===== config.mk =====
export PLATFORM = sky130hd
export DESIGN_NAME = iss_sch
export DESIGN_NICKNAME = d
export VERILOG_FILES = /design/src/rtl/iss_pkg.sv /design/src/rtl/iss_sch_pri_enc.sv /design/src/rtl/iss_sch.sv
export SDC_FILE = /design/constraint.sdc
export NUM_CORES = 1
export LEC_CHECK = 0
export CORE_MARGIN = 4
export CORE_UTILIZATION = 35
export CTS_CLUSTER_SIZE = 30
export DETAILED_ROUTE_END_ITERATION = 10
export GPL_ROUTABILITY_DRIVEN = 0
export PLACE_DENSITY = 0.58
export SYNTH_ARGS = -nofsm -noshare
export SYNTH_HDL_FRONTEND = slang
export SYNTH_HIERARCHICAL = 1
export SYNTH_SLANG_ARGS = --single-unit

===== constraint.sdc =====
create_clock -name clk -period 8.8 [get_ports clk]
set_input_delay 1.76 -clock clk [delete_from_list [all_inputs] [get_ports clk]]
set_output_delay 1.76 -clock clk [all_outputs]
set_load 0.05 [all_outputs]

===== src/rtl/iss_pkg.sv =====
`default_nettype none
// +----------------------------------------------------------------------+
// | iss_pkg : shared FU type codes, default sizes, raw/reorder mapping   |
// | Revision: 1.0                                                        |
// +----------------------------------------------------------------------+
package iss_pkg;

   localparam int ISQ_DEPTH_DEF        = 64;
   localparam int ISQ_IDX_BITS_NUM_DEF = 6;

   typedef enum logic [1:0] {
      FU_ALU = 2'd0,
      FU_MUL = 2'd1,
      FU_MEM = 2'd2,
      FU_BRN = 2'd3
   } fu_typ_e;

   // The mapping is an involution, so it converts in both directions.
   function automatic int unsigned map_idx(input int unsigned idx, input logic arch,
                                           input int unsigned idx_bits);
      return idx ^ (32'(arch) << (idx_bits - 1));
   endfunction

endpackage
`default_nettype wire


===== src/rtl/iss_sch_pri_enc.sv =====
`default_nettype none
// +----------------------------------------------------------------------+
// | pri_enc : lowest-set-bit encoder with valid flag                     |
// | Revision: 1.0                                                        |
// +----------------------------------------------------------------------+
module pri_enc #(
   parameter int N = 64,
   parameter int W = 6
) (
   input  logic [N-1:0] req,
   output logic         vld,
   output logic [W-1:0] idx
);

   always_comb begin
      vld = 1'b0;
      idx = '0;
      for (int i = N - 1; i >= 0; i--) begin
         if (req[i]) begin
            vld = 1'b1;
            idx = W'(i);
         end
      end
   end

endmodule
`default_nettype wire


===== src/rtl/iss_sch.sv =====
`default_nettype none
// +----------------------------------------------------------------------+
// | iss_sch : picks up to 2 ALU, 1 MUL, 1 MEM ready lines per cycle      |
// | Revision: 1.0                                                        |
// +----------------------------------------------------------------------+
module iss_sch
   import iss_pkg::*;
#(
   parameter int ISQ_DEPTH        = ISQ_DEPTH_DEF,
   parameter int ISQ_IDX_BITS_NUM = ISQ_IDX_BITS_NUM_DEF,
   parameter int MUL_LAT          = 3
) (
   input  logic                        clk,
   input  logic                        rst,
   input  logic [ISQ_DEPTH-1:0]        tpu_inst_rdy,
   input  logic [2*ISQ_DEPTH-1:0]      fu_typ_flat,
   input  logic                        arch,
   input  logic [ISQ_DEPTH-1:0]        lin_clr,
   input  logic                        flush,
   input  logic                        mem_rdy,
   output logic                        alu0_vld,
   output logic                        alu1_vld,
   output logic                        mul_vld,
   output logic                        mem_vld,
   output logic [ISQ_IDX_BITS_NUM-1:0] alu0_idx,
   output logic [ISQ_IDX_BITS_NUM-1:0] alu1_idx,
   output logic [ISQ_IDX_BITS_NUM-1:0] mul_idx,
   output logic [ISQ_IDX_BITS_NUM-1:0] mem_idx,
   output logic [ISQ_DEPTH-1:0]        iss_vec
);

   localparam int CNT_W = $clog2(MUL_LAT) + 1;
   localparam int IW    = ISQ_IDX_BITS_NUM;

   logic [ISQ_DEPTH-1:0] r_issued;
   logic [CNT_W-1:0]     r_mul_cnt;

   logic [ISQ_DEPTH-1:0] w_cand, w_alu0_req, w_alu_req, w_alu1_req, w_mul_req, w_mem_req;
   logic [ISQ_DEPTH-1:0] w_alu0_oh, w_gnt_raw;
   logic                 w_alu0_vld, w_alu1_vld, w_mul_vld, w_mem_vld;
   logic [IW-1:0]        w_alu0_reo, w_alu1_reo, w_mul_reo, w_mem_reo;
   logic [IW-1:0]        w_alu0_raw, w_alu1_raw, w_mul_raw, w_mem_raw;

   // Candidates and per-port request masks, all in reordered space.
   always_comb begin
      for (int i = 0; i < ISQ_DEPTH; i++) begin
         w_cand[i] = tpu_inst_rdy[i]
                   & ~r_issued[IW'(map_idx(i, arch, IW))]
                   & ~lin_clr[IW'(map_idx(i, arch, IW))]
                   & ~flush;
         w_alu_req[i]  = w_cand[i] & (fu_typ_flat[2*i +: 2] == FU_ALU);
         w_alu0_req[i] = w_alu_req[i] | (w_cand[i] & (fu_typ_flat[2*i +: 2] == FU_BRN));
         w_mul_req[i]  = w_cand[i] & (fu_typ_flat[2*i +: 2] == FU_MUL) & (r_mul_cnt == '0);
         w_mem_req[i]  = w_cand[i] & (fu_typ_flat[2*i +: 2] == FU_MEM) & mem_rdy;
      end
   end

   always_comb begin
      w_alu0_oh = '0;
      if (w_alu0_vld) w_alu0_oh[w_alu0_reo] = 1'b1;
   end
   assign w_alu1_req = w_alu_req & ~w_alu0_oh;

   pri_enc #(.N(ISQ_DEPTH), .W(IW)) u_enc_alu0 (.req(w_alu0_req), .vld(w_alu0_vld), .idx(w_alu0_reo));
   pri_enc #(.N(ISQ_DEPTH), .W(IW)) u_enc_alu1 (.req(w_alu1_req), .vld(w_alu1_vld), .idx(w_alu1_reo));
   pri_enc #(.N(ISQ_DEPTH), .W(IW)) u_enc_mul  (.req(w_mul_req),  .vld(w_mul_vld),  .idx(w_mul_reo));
   pri_enc #(.N(ISQ_DEPTH), .W(IW)) u_enc_mem  (.req(w_mem_req),  .vld(w_mem_vld),  .idx(w_mem_reo));

   assign w_alu0_raw = IW'(map_idx(32'(w_alu0_reo), arch, IW));
   assign w_alu1_raw = IW'(map_idx(32'(w_alu1_reo), arch, IW));
   assign w_mul_raw  = IW'(map_idx(32'(w_mul_reo),  arch, IW));
   assign w_mem_raw  = IW'(map_idx(32'(w_mem_reo),  arch, IW));

   always_comb begin
      w_gnt_raw = '0;
      if (w_alu0_vld) w_gnt_raw[w_alu0_raw] = 1'b1;
      if (w_alu1_vld) w_gnt_raw[w_alu1_raw] = 1'b1;
      if (w_mul_vld)  w_gnt_raw[w_mul_raw]  = 1'b1;
      if (w_mem_vld)  w_gnt_raw[w_mem_raw]  = 1'b1;
   end

   always_ff @(posedge clk) begin
      if (rst) begin
         alu0_vld  <= 1'b0;
         alu1_vld  <= 1'b0;
         mul_vld   <= 1'b0;
         mem_vld   <= 1'b0;
         alu0_idx  <= '0;
         alu1_idx  <= '0;
         mul_idx   <= '0;
         mem_idx   <= '0;
         iss_vec   <= '0;
         r_issued  <= '0;
         r_mul_cnt <= '0;
      end else begin
         alu0_vld <= w_alu0_vld;
         alu1_vld <= w_alu1_vld;
         mul_vld  <= w_mul_vld;
         mem_vld  <= w_mem_vld;
         alu0_idx <= w_alu0_vld ? w_alu0_raw : '0;
         alu1_idx <= w_alu1_vld ? w_alu1_raw : '0;
         mul_idx  <= w_mul_vld  ? w_mul_raw  : '0;
         mem_idx  <= w_mem_vld  ? w_mem_raw  : '0;
         iss_vec  <= w_gnt_raw;
         // Clear wins over set so a line deallocated this cycle is free again.
         r_issued <= flush ? '0 : ((r_issued | w_gnt_raw) & ~lin_clr);
         // Flush leaves the multiplier countdown alone: the unit is still busy.
         if (w_mul_vld)
            r_mul_cnt <= CNT_W'(MUL_LAT - 1);
         else if (r_mul_cnt != '0)
            r_mul_cnt <= r_mul_cnt - 1'b1;
      end
   end

endmodule
`default_nettype wire

==> key figures, run 1 <==
Run status
  – Status: complete, no violations

STA
  – Hold violation count in the final report: 0
  – RSZ-0062 raised after global routing: no
  – Max-slew violations: 0
  – Fin Setup TNS: 0 ps
  – Slew HR: 9.589%
  – Final worst-path setup slack: 181.6 ps
  – Max frequency: 116.0 MHz
  – Fin Hold WS: 474.6 ps
  – Skew final: 22.29 ps
  – Tcrit/Tclk final: 97.94%
  – Worst slew pin tran: 1353 ps
  – Period minus WS final: 8618 ps
  – # setup viols final: 0

Final layout
  – Final non-filler cell total: 3128
  – Layout cells sized above 1: 12.33%
  – Fin nets: 2853
  – Post-layout util: 50.96%
  – Post-route cell area: 20390 µm²
  – Area grow syn2layout: 42.85%
  – Antenna cells: 0

Worst setup path
  – Critical path's most frequent cell: buf_4
  – Worst R2R Path Depth: 29
  – CP arrival: 8930 ps
  – Maximum fanout along the worst path: 60
  – Slowest-stage cell, CP: a2111oi_0
  – CP peak stage delay: 600 ps
  – Crit path kind: primary input to flip-flop
  – Setup crit start kind: primary input
  – Critical path required time: 9110 ps
  – Crit path capture type: flip-flop

Placed design
  – Inst Count DP: 3097
  – Post-Place Setup Slack: -358.1 ps
  – Hpwl dp: 65.28 mm
  – # port buffers: 352
  – Dpl cell area: 19780 µm²

Yosys
  – Area leader, netlist: dfxtp_1
  – Top-count cell post-synth: nor3_1
  – Flip-flop and latch count after synthesis: 159
  – Mapped Cells: 2124
  – Yosys top cell area share: 22.30%
  – Yosys Warn Count: 6
  – Syn nets: 2386
  – Syn Area/Cell: 6.719 µm²
  – Post-synthesis sequential area ratio: 22.30%
  – Synth Cell Area: 14270 µm²
  – Post-synth top cells: nor3_1 (439), nor2_1 (336), nand2_1 (168), dfxtp_1 (159), a21oi_1 (117)
  – FFs w/ async S/R, synth: 0%
  – Top_reg_cell synth: dfxtp_1
  – Ranking of synthesized cells by area: dfxtp_1 (22%), nor3_1 (15%), nor2_1 (8.8%)
  – EDFF count, synth: 0
  – Post-synth cell types: 54

Clocking
  – Clock sink total: 159
  – Num CTS Buffers: 17
  – CTS H-tree lvls: 4
  – Hold_buf cts: 0
  – CTS tree: done
  – Clock Path Buffers: 2
  – Worst-Skew Late Latency: 450 ps
  – Root Driver: clkbuf_16
  – Worst-path clk slew: 70 ps

Global route
  – Overflow left after global routing: 0
  – Initial antenna violation count: 1
  – Largest net degree at the start of global routing: 61
  – First-pass GRT wire length: 117.3 mm
  – Vias in the first global route: 18726
  – Gr usage total: 34.66%

Route
  – Avg WL per Cell: 25.80 µm
  – Starting DRC count in detailed routing: 2582
  – Routed vias/inst: 6.303
  – Antenna-violating nets left: 0
  – Routed vias: 19715
  – Drt total wl: 80.71 mm
  – Remaining DRCs: 0
  – First drt pass iteration count: 9

Power
  – Leak: 7.021 nW
  – Pwr Density: 194.6 nW/µm²
  – VDD IR max: 136.9 µV
  – Total Power: 3.967 mW

Floorplan
  – Cell Rows: 73
  – Die height: 209.9 µm
  – Core area: 40010 µm²
  – Die area: 44070 µm²
  – Ports: 353
  – Die width: 209.9 µm
  – Initial core utilization: 35.67%

Min path
  – Hold depth: 2
  – Min-delay worst type: flip-flop to flip-flop

Run
  – Max Cap Violations: 0
## state kept, by name, indices dropped and copies added (netlist names)
signal / count
alu0_idx: 6
alu0_vld: 1
r_mul_cnt: 3
mul_vld: 1
mem_vld: 1
r_issued: 64
mul_idx: 6
alu1_vld: 1
mem_idx: 6
alu1_idx: 6
iss_vec: 64
## metal layers
layer,GRT usage [%],routed length (µm),vias up,part of all wire [%]
li1,-,-,8800,-
met1,44.49,31380,9055,39
met2,52.15,33900,1525,42
met3,9.387,9728,333,12
met4,20.52,5685,2,7.0
met5,0,15,-,0.019
## where the power goes
part	internal (mW)	switching [mW]
registers	0.795	0.0384
clock network	0.421	0.319
logic	0.789	1.60
## timing repair
item,in CTS,in global routing
buffers inserted,0,0
endpoints found under the setup margin,0,95
resized for setup,0,11
## final timing paths
| kind | start | endpoint | slack (ps) |
|---|---|---|---|
| min reg2reg | r_issued[45] | r_issued[45] | 470 |
| max | arch | r_issued[58] | 180 |
| max reg2reg | r_issued[61] | r_issued[58] | 1790 |
| min | r_issued[45] | r_issued[45] | 470 |
## logic make-up after synthesis
| family | share of synthesized area [%] |
|---|---|
| flip-flops | 22.30 |
| adder cells (fa/ha/maj) | 0.08766 |
| AO/OA/AOI/OAI | 23.62 |
| XOR/XNOR | 4.691 |
| AND/OR/NAND/NOR | 42.38 |
| buffers and inverters | 6.917 |
## critical path, delay by kind of cell
kind | cells | cell delay [ps]
AOI/OAI and AO/OA | 9 | 2290
buffers and inverters | 9 | 1930
and+or+nand+nor | 14 | 2880
## area by class of cell
type / count / area [µm²]
clock buffer: 17 / 425.4
sequential: 159 / 3183
multi-input combinational: 1726 / 10170
timing repair buffer: 571 / 5354
inverter: 116 / 435.4
tap: 525 / 656.9
fill: 3914 / 19620
clock inverter: 14 / 158.9
## placed cells by master (no fill, tap or decap), types with 17 or more instances in the layout
| cell type | count |
|---|---|
| a2111oi_0 | 72 |
| a2111oi_1 | 28 |
| a2111oi_2 | 36 |
| a211oi_1 | 64 |
| a21oi_1 | 117 |
| and2_1 | 23 |
| buf_4 | 203 |
| clkbuf_16 | 17 |
| clkdlybuf4s50_1 | 348 |
| dfxtp_1 | 159 |
| inv_1 | 116 |
| nand2_1 | 168 |
| nor2_1 | 336 |
| nor3_1 | 436 |
| nor4_1 | 60 |
| o21ai_0 | 33 |
| or3b_1 | 64 |
| xor2_1 | 66 |
Note: power is estimated with default switching activity, not from simulation.
==> run 2, diff against run 1 <==
--- a/config.mk
+++ b/config.mk
@@ -5,7 +5,7 @@
 export SDC_FILE = /design/constraint.sdc
 export NUM_CORES = 1
 export LEC_CHECK = 0
-export CORE_MARGIN = 4
+export CORE_MARGIN = 2
 export CORE_UTILIZATION = 35
 export CTS_CLUSTER_SIZE = 30
 export DETAILED_ROUTE_END_ITERATION = 10
==> run 2 against run 1 <==
Via count grew 0.57%. Clock skew shrank 8.7 ps. Wire length shrank 0.73%. Global-route usage grew 2.3 points. Maximum frequency shrank 1.4%. Sequential cell count is the same. Hold slack is essentially flat. Register-to-register slack lost 260 ps. Cell area shrank 0.24%. Largest cell class unchanged. Total power shrank 0.28%. Die area shrank 3.8%. Cell count grew 0.13%.
==> key figures, run 2 (synthesized netlist as in run 1, its figures left out) <==
Floorplan
  – Die height: 205.9 µm (was 209.9 µm)
  – Core area: 40010 µm² (unchanged)
  – Ports: 353 (unchanged)
  – Die area: 42410 µm² (was 44070 µm²)
  – Cell Rows: 73 (unchanged)
  – Die width: 205.9 µm (was 209.9 µm)
  – Initial core utilization: 35.67% (unchanged)

Worst setup path
  – Worst R2R Start: r_issued[29] (was r_issued[61])
  – CP peak stage delay: 680 ps (was 600 ps)
  – Worst R2R Path Depth: 27 (was 29)
  – R2R Path End: r_issued[41] (was r_issued[58])
  – Crit path capture type: flip-flop (unchanged)
  – Critical path's most frequent cell: buf_4 (unchanged)
  – Slowest-stage cell, CP: a2111oi_1 (was a2111oi_0)
  – Setup crit start kind: primary input (unchanged)
  – Critical path required time: 9100 ps (was 9110 ps)
  – R2r setup slk: 1530 ps (was 1790 ps)
  – Crit path kind: primary input to flip-flop (unchanged)
  – CP arrival: 9050 ps (was 8930 ps)
  – Maximum fanout along the worst path: 9 (was 60)

Placed design
  – Inst Count DP: 3095 (was 3097)
  – Post-Place Setup Slack: -157.7 ps (was -358.1 ps)
  – Hpwl dp: 64.59 mm (was 65.28 mm)
  – # port buffers: 352 (unchanged)
  – Dpl cell area: 19700 µm² (was 19780 µm²)

STA
  – Period minus WS final: 8745 ps (was 8618 ps)
  – Skew final: 13.62 ps (was 22.29 ps)
  – Tcrit/Tclk final: 99.38% (was 97.94%)
  – Final worst-path setup slack: 54.89 ps (was 181.6 ps)
  – Slew HR: 18.98% (was 9.589%)
  – # setup viols final: 0 (unchanged)
  – Max frequency: 114.4 MHz (was 116.0 MHz)
  – Hold violation count in the final report: 0 (unchanged)
  – Worst slew pin tran: 1210 ps (was 1353 ps)
  – Fin Hold WS: 474.1 ps (was 474.6 ps)
  – Fin Setup TNS: 0 ps (unchanged)
  – Max-slew violations: 0 (unchanged)

Power
  – Pwr Density: 194.5 nW/µm² (was 194.6 nW/µm²)
  – Sequential power share: 21.1% (was 21.0%)
  – Total Power: 3.956 mW (was 3.967 mW)
  – Cell internal pwr: 1.998 mW (was 2.005 mW)
  – Leak: 7.014 nW (was 7.021 nW)
  – Comb power frac: 59.4% (was 60.3%)
  – VDD IR max: 148.4 µV (was 136.9 µV)
  – Clock Power Share: 19.4% (was 18.7%)
  – Sw frac: 49.49% (was 49.45%)
  – Sw power: 1.958 mW (was 1.962 mW)

Min path
  – Hold depth: 2 (unchanged)
  – Hold Path End: r_issued[58] (was r_issued[45])
  – HP Start: r_issued[58] (was r_issued[45])
  – Min-delay worst type: flip-flop to flip-flop (unchanged)

Final layout
  – Most frequent cells in the layout: nor3_1 (437), clkdlybuf4s50_1 (348), nor2_1 (335) (was nor3_1 (436), clkdlybuf4s50_1 (348), nor2_1 (336))
  – Regs by FF count: iss_vec x64, r_issued x64 (unchanged)
  – Final non-filler cell total: 3132 (was 3128)
  – Post-layout util: 50.84% (was 50.96%)
  – Commonest non-fill, non-tap cell in the layout: nor3_1 (unchanged)
  – Fin nets: 2851 (was 2853)
  – Area grow syn2layout: 42.51% (was 42.85%)
  – Layout cells sized above 1: 12.26% (was 12.33%)
  – Post-route cell area: 20340 µm² (was 20390 µm²)

Global route
  – Largest net degree at the start of global routing: 72 (was 61)
  – Initial antenna violation count: 8 (was 1)
  – Vias in the first global route: 18439 (was 18726)
  – First-pass GRT wire length: 116.4 mm (was 117.3 mm)
  – Gr usage total: 36.95% (was 34.66%)
  – Overflow left after global routing: 0 (unchanged)

Clocking
  – CTS H-tree lvls: 4 (unchanged)
  – Num CTS Buffers: 17 (unchanged)
  – Postcts setup bufs: 0 (unchanged)
  – Clock Path Buffers: 2 (unchanged)
  – Worst-Skew Late Latency: 450 ps (about the same)
  – Root Driver: clkbuf_16 (unchanged)
  – Worst-path clk slew: 70 ps (about the same)
  – CTS tree: done (unchanged)
  – Clock sink total: 159 (unchanged)
  – Hold_buf cts: 0 (unchanged)

Route
  – Avg WL per Cell: 25.58 µm (was 25.80 µm)
  – Starting DRC count in detailed routing: 2729 (was 2582)
  – Antenna-violating nets left: 0 (unchanged)
  – Routed vias/inst: 6.331 (was 6.303)
  – Routed vias: 19828 (was 19715)
  – First drt pass iteration count: 8 (was 9)
  – Remaining DRCs: 0 (unchanged)
  – Drt total wl: 80.12 mm (was 80.71 mm)

Run
  – Max Cap Violations: 0 (unchanged)

Run status
  – Status: complete, no violations (unchanged)
-- run 2: changes by cell type in the layout (fill, tap and decap cells not counted), moves of 2 or more --
cell and change:
nor3_2 -2, inv_6 -3, diode_2 +5, buf_12 -6, buf_4 +4
-- run 2: critical path: cells and delay by family --
family / cells / cell delay, ps
and+or+nand+nor: 10 / 2240
AOI/OAI and AO/OA: 12 / 3500
buffers and inverters: 6 / 1520
-- run 2: power groups by stage --
stage	registers, mW	logic, mW	clock network, mW
after floorplan	1.04	1.00	0
after global placement	0.852	2.24	0
after detailed placement	0.851	2.24	0
after CTS	0.836	2.25	0.774
after global routing	0.843	2.43	0.808
final	0.836	2.35	0.769
-- run 2: worst max-delay path by stage --
stage | slack [ps] | endpoint | cells after the start | from
CTS | 260 | r_issued[59] | 29 | arch
floorplan | 1230 | r_issued[26] | 28 | arch
detailed placement | -160 | r_issued[59] | 29 | arch
global placement | -230 | r_issued[27] | 29 | arch
finish | 50 | r_issued[41] | 28 | lin_clr[29]
global route | -2 | r_issued[59] | 29 | lin_clr[59]
-- run 2: routing by layer --
| layer | wire length, µm | vias up | GRT usage, % |
|---|---|---|---|
| li1 | - | 8826 | - |
| met5 | 67 | - | 0 |
| met2 | 33730 | 1558 | 55.61 |
| met1 | 31220 | 9093 | 47.41 |
| met3 | 9548 | 341 | 9.429 |
| met4 | 5559 | 10 | 22.09 |
-- run 2: area by class of cell --
type	instances	area (µm²)
clock inverter	13	155.1
sequential	159	3183
inverter	116	435.4
fill	4001	19670
multi-input combinational	1726	10190
timing repair buffer	569	5264
antenna	5	12.51
tap	525	656.9
clock buffer	19	442.9
-- run 2: what timing repair did --
item | in CTS | in global routing
setup endpoints to repair | 0 | 85
resized for setup | 0 | 12
hold endpoints to repair | 0 | 0
==> patch 1 (config.mk and constraints of run 1) <==
Change the package constant `ISQ_IDX_BITS_NUM_DEF` from 6 to 5.
--- a/src/rtl/iss_pkg.sv
+++ b/src/rtl/iss_pkg.sv
@@ -8,3 +8,3 @@
    localparam int ISQ_DEPTH_DEF        = 64;
-   localparam int ISQ_IDX_BITS_NUM_DEF = 6;
+   localparam int ISQ_IDX_BITS_NUM_DEF = 5;
 
Ports: changed (resized alu0_idx, alu1_idx, mem_idx and mul_idx); port bits go from 353 to 349. No check against the original RTL was run, so the function may have changed too.
==> patch 1 against run 1 <==
  * Setup slack improved by 57 ps
  * Sequential cell count decreased by 68
  * Combinational power decreased by 23%
  * Design area decreased by 27%
  * Synthesized area decreased by 25%
  * Total power decreased by 31%
  * Routed wire length decreased by 31%
  * Largest cell class unchanged
==> patch 1: results (changes against run 1) <==
- Status: complete, no violations
- P_seq: 0.504 mW (-40%)
- Post-synthesis sequential area ratio: 16.9% (-5.4 points)
- Logic power comb: 1.85 mW (-23%)
- Filler cells: 3134 (-20%)
- R2R Setup Slk: 1930 ps (+140 ps)
- Layout net count: 2272 (-20%)
- P_leak: 5.19 nW (-26%)
- GRT Total Usage: 31.3% (-3.4 points)
- CP peak stage delay: 780 ps (+180 ps)
- Distinct cells, synth: 57 (+5.6%)
- Wire length of the first global-routing pass: 80700 um (-31%)
- Gate Count Post-Synth: 1679 (-21%)
- CTS Buf Count: 9 (-8)
- Largest net degree at the start of global routing: 47 (-23%)
- Worst path top cell family by delay: compound AO/OA/AOI/OAI gates
- Clk_lat worst skew: 360 ps (-90 ps)
- Hold Path Class: register to register
- Critical Path Fanout Max: 46 (-23%)
- Initial DRC Count: 2033 (-21%)
- Top FF cell, synth: dfxtp_1
- Commonest cells post-synth: nor3_1, nand2_1, nor2_1, dfxtp_1, a21oi_1
- Worst slack at placement: -87.5 ps (+271 ps)
- H-tree depth: 3 (-1)
- Crit-path slowest cell: a2111oi_1
- Worst Setup Slack, final: 239 ps (+57.0 ps)
- Clk_skew: 12.9 ps (-9.35 ps)
- Pint: 1.29 mW (-36%)
- HPWL after DPL: 45800 um (-30%)
- Initial antenna violation count: 7 (+6)
- Reg clk slew, reported paths: approximately 80 ps
- Reg2reg start: r_issued[13]$_SDFF_PP0_
- Hold EP: r_issued[4]$_SDFF_PP0_
- Drt pass-1 iters: 6 (-3)
- Routed wire per std cell: 23.2 um (-9.9%)
- Vias in the first global route: 13700 (-27%)
- Worst Hold Slack: 462 ps (-12.5 ps)
- Synth warn: 6 (unchanged)
- Layout cells sized above 1: 10.5% (-1.9 points)
- Cell Count, Final, Fillers Out: 2412 (-23%)
- Worst reg-to-reg path cell count: 24 (-17%)
- Top post-synthesis cells by area: dfxtp_1, nor3_1, nand2_1
- DP Area: 0.0145 mm^2 (-27%)
- Largest registers: iss_vec x32, r_issued x32
- CP Capture Point: r_issued[25]$_SDFF_PP0_
- Maximum VDD drop: 0.000139 V (+1.2%)
- Slew @ Worst Pin: 1320 ps (-33.9 ps)
- Hold path startpoint: r_issued[4]$_SDFF_PP0_
- PortBufs: 284 (-19%)
- DR vias/cell: 6.09 (-3.4%)
- Worst Path Arrival: 8770 ps (-160 ps)
## patch 1: changes by cell type in the layout (fill, tap and decap cells not counted), moves of 66 or more
cell | before | now
nor3_1 | 436 | 299
clkdlybuf4s50_1 | 348 | 282
buf_4 | 203 | 95
nor2_1 | 336 | 228
nand2_1 | 168 | 236
dfxtp_1 | 159 | 91
## patch 1: cell type report
type,count,area [um^2],area share [%]
diodes,7,17.5,0.118
clock buffers,10,229,1.55
clock inverters,6,51.3,0.347
inverters,83,312,2.11
multi-input cells,1442,8240,55.7
flip-flops and latches,91,1820,12.3
well taps,390,488,3.30
repair buffers,383,3630,24.5
## patch 1: logic make-up after synthesis
kind of cell / count (synthesis) / synth area share [%]
buf+inv: 177 / 7.72
flops: 91 / 16.9
fa+ha+maj: 1 / 0.116
other cells: 1 / 0.0349
compound gates: 323 / 22.6
simple gates: 1013 / 46.1
xor+xnor: 73 / 6.54
## patch 1: what timing repair did
| item | in CTS | in global routing |
|---|---|---|
| hold endpoints to repair | 0 | 0 |
| resized for setup | 0 | 4 |
| setup endpoints to repair | 0 | 4 |
## patch 1: routing by layer
metal,track usage (%),vias up,share of wire (%)
li1,-,6747,-
met1,41.3,6770,39
met2,48.4,1005,43
met3,5.22,169,11
met4,17.7,0,6.2
met5,0,-,0
## patch 1: stage by stage
| stage | util, % | power (mW) |
|---|---|---|
| 2_1_floorplan | - | 1.53 |
| 3_3_place_gp | 48.3 | 2.29 |
| 3_5_place_dp | 48.3 | 2.30 |
| 4_1_cts | 49.3 | 2.68 |
| 5_1_grt | 49.4 | 2.84 |
| 6_report | 49.4 | 2.73 |
## patch 1: worst min-delay path, stage by stage, from the launching register on
cell	delay, ps
dfxtp_1	320
inv_1	50
a211oi_1	50
==> patch 2 (settings of run 1) <==
Made on the original files. Reset style: asynchronous (`rst`), changed in one clocked block.
--- a/src/rtl/iss_sch.sv
+++ b/src/rtl/iss_sch.sv
@@ -81,3 +81,3 @@
 
-   always_ff @(posedge clk) begin
+   always_ff @(posedge clk or posedge rst) begin
       if (rst) begin
Function: not settled (the Yosys comparison gave no result); the edit may change what the design does.
==> patch 2 against run 1 <==
  * Critical path depth down 8
  * Sequential power up 6.0%
  * Design area down 2.6%
  * Die area up 1.1%
  * Count of clock-buffer cells in the layout up 2
  * Sequential cell count unchanged
  * Synthesized area up 1.1%
  * Total power down 9.0%
  * Routed wire length up 0.57%
  * First-iteration DRC count up 11%
  * Setup slack better by 76 ps
  * Largest power group unchanged
==> patch 2: results (changes against run 1) <==
- Status: complete, no violations
- Commonest cells post-synth: nor2_1, nor3_1, nand2_1, dfrtp_1, o22ai_1
- Worst slack at placement: 288 ps (+646 ps)
- Post-synthesis sequential area ratio: 27.6% (+5.3 points)
- Slew @ Worst Pin: 1320 ps (-31.7 ps)
- Top post-synthesis cells by area: dfrtp_1, nor2_1, nor3_1
- Worst Path Arrival: 8920 ps (about the same)
- Vias: 18900 (-4.3%)
- Hold depth: 1 (-1)
- R2R Setup Slk: 1760 ps (-30 ps)
- CP peak stage delay: 1070 ps (+470 ps)
- Top FF cell, synth: dfrtp_1
- RR Endpoint: r_issued[58]$_DFF_PP0_
- Hold Path Class: register to register
- Met1 Resource Use GR: 45.3% (+0.86 points)
- Initial DRC Count: 2869 (+11%)
- Synthesized Nets: 2247 (-5.8%)
- HPWL after DPL: 66400 um (+1.7%)
- Worst reg-to-reg path cell count: 23 (-21%)
- Worst Setup Slack, final: 257 ps (+75.7 ps)
- GRT Total Usage: 34.6% (about the same)
- Hold EP: r_issued[43]$_DFF_PP0_
- Critical Path Fanout Max: 8 (-87%)
- Met3 GRT Util: 10.9% (+1.5 points)
- Wire length of the first global-routing pass: 115000 um (-1.9%)
- Vias in the first global route: 17800 (-4.7%)
- Worst path top cell family by delay: compound AO/OA/AOI/OAI gates
- Maximum VDD drop: 0.000138 V (+0.51%)
- Reg2reg start: r_issued[50]$_DFF_PP0_
- Largest net degree at the start of global routing: 90 (+48%)
- Filler cells: 4024 (+2.8%)
- Routing usage on met2: 51.4% (-0.72 points)
- Hold path startpoint: r_issued[43]$_DFF_PP0_
- Root Driver: clkbuf_16
- Distinct cells, synth: 61 (+13%)
- P_leak: 7.79 nW (+11%)
- Clk_skew: 10.8 ps (-11.5 ps)
- Async set or reset register ratio after synthesis: 100% (+100 points)
- Routed wire per std cell: 27.6 um (+6.9%)
- Initial antenna violation count: 9 (+8)
## patch 2: cell count changes in the layout (fill, tap and decap cells not counted), sizes merged, moves of 8 or more
cell     before  now
a2111oi     136   71
a211oi       64    0
buf         223  127
dfrtp         0  159
dfxtp       159    0
inv         121   69
nand3        16   28
nand4bb       9    0
nor3        439  225
nor4         60   68
nor4b         0   10
o22ai         0  128
o31a          0   64
or2           8   76
## patch 2: where the power goes
group	switching (mW)	internal [mW]	total, mW
Sequential	0.0550	0.829	0.884
Combinational	1.32	0.663	1.98
Clock	0.337	0.410	0.747
Total	1.71	1.90	3.61
## patch 2: final cells by class
type / count / area (um^2) / share of cell area (%)
timing repair buffer: 476 / 4520 / 22.8
tap: 532 / 666 / 3.35
inverter: 64 / 245 / 1.24
sequential: 159 / 3980 / 20.0
clock inverter: 13 / 129 / 0.649
multi-input combinational: 1678 / 9860 / 49.7
antenna: 2 / 5.00 / 0.0252
clock buffer: 19 / 453 / 2.28
## patch 2: layer usage
layer,vias to the layer above,wire length (um)
li1,8247,-
met1,8731,31300
met2,1563,34300
met3,325,10600
met4,10,4900
met5,-,70
## patch 2: how the worst max path moves through the flow
| stage | cells after the start | endpoint | from |
|---|---|---|---|
| 4_1_cts | 27 | r_issued[58]$_DFF_PP0_ | arch |
| 3_3_place_gp | 27 | r_issued[58]$_DFF_PP0_ | arch |
| 2_1_floorplan | 23 | iss_vec[10]$_DFF_PP0_ | arch |
| 6_report | 24 | r_issued[58]$_DFF_PP0_ | lin_clr[50] |
| 3_5_place_dp | 27 | r_issued[58]$_DFF_PP0_ | arch |
| 5_1_grt | 28 | r_issued[58]$_DFF_PP0_ | arch |
## patch 2: kinds of logic (layout without fill, tap and decap cells)
kind of cell | Yosys count | count (layout) | share of synthesized area [%]
AOI/OAI and AO/OA | 504 | 504 | 24.6
and+or+nand+nor | 1098 | 1098 | 39.0
muxes | 1 | 1 | 0.0694
DFF | 159 | 159 | 27.6
buffers and inverters | 147 | 572 | 4.18
xor gates and xnor gates | 73 | 73 | 4.43
adders and majority gates | 2 | 2 | 0.173
other | 0 | 2 | 0
## patch 2: metrics by stage
step / total power, mW / hold WS [ps] / cell area (um^2) / cells
after global routing: 3.72 / 552 / 19900 / 2941
after CTS: 3.54 / 534 / 19900 / 2941
after global placement: 2.79 / 514 / 19300 / 2909
after detailed placement: 2.80 / 511 / 19300 / 2909
final: 3.61 / 536 / 19900 / 2943
after floorplan: 1.92 / 488 / 14400 / 1984
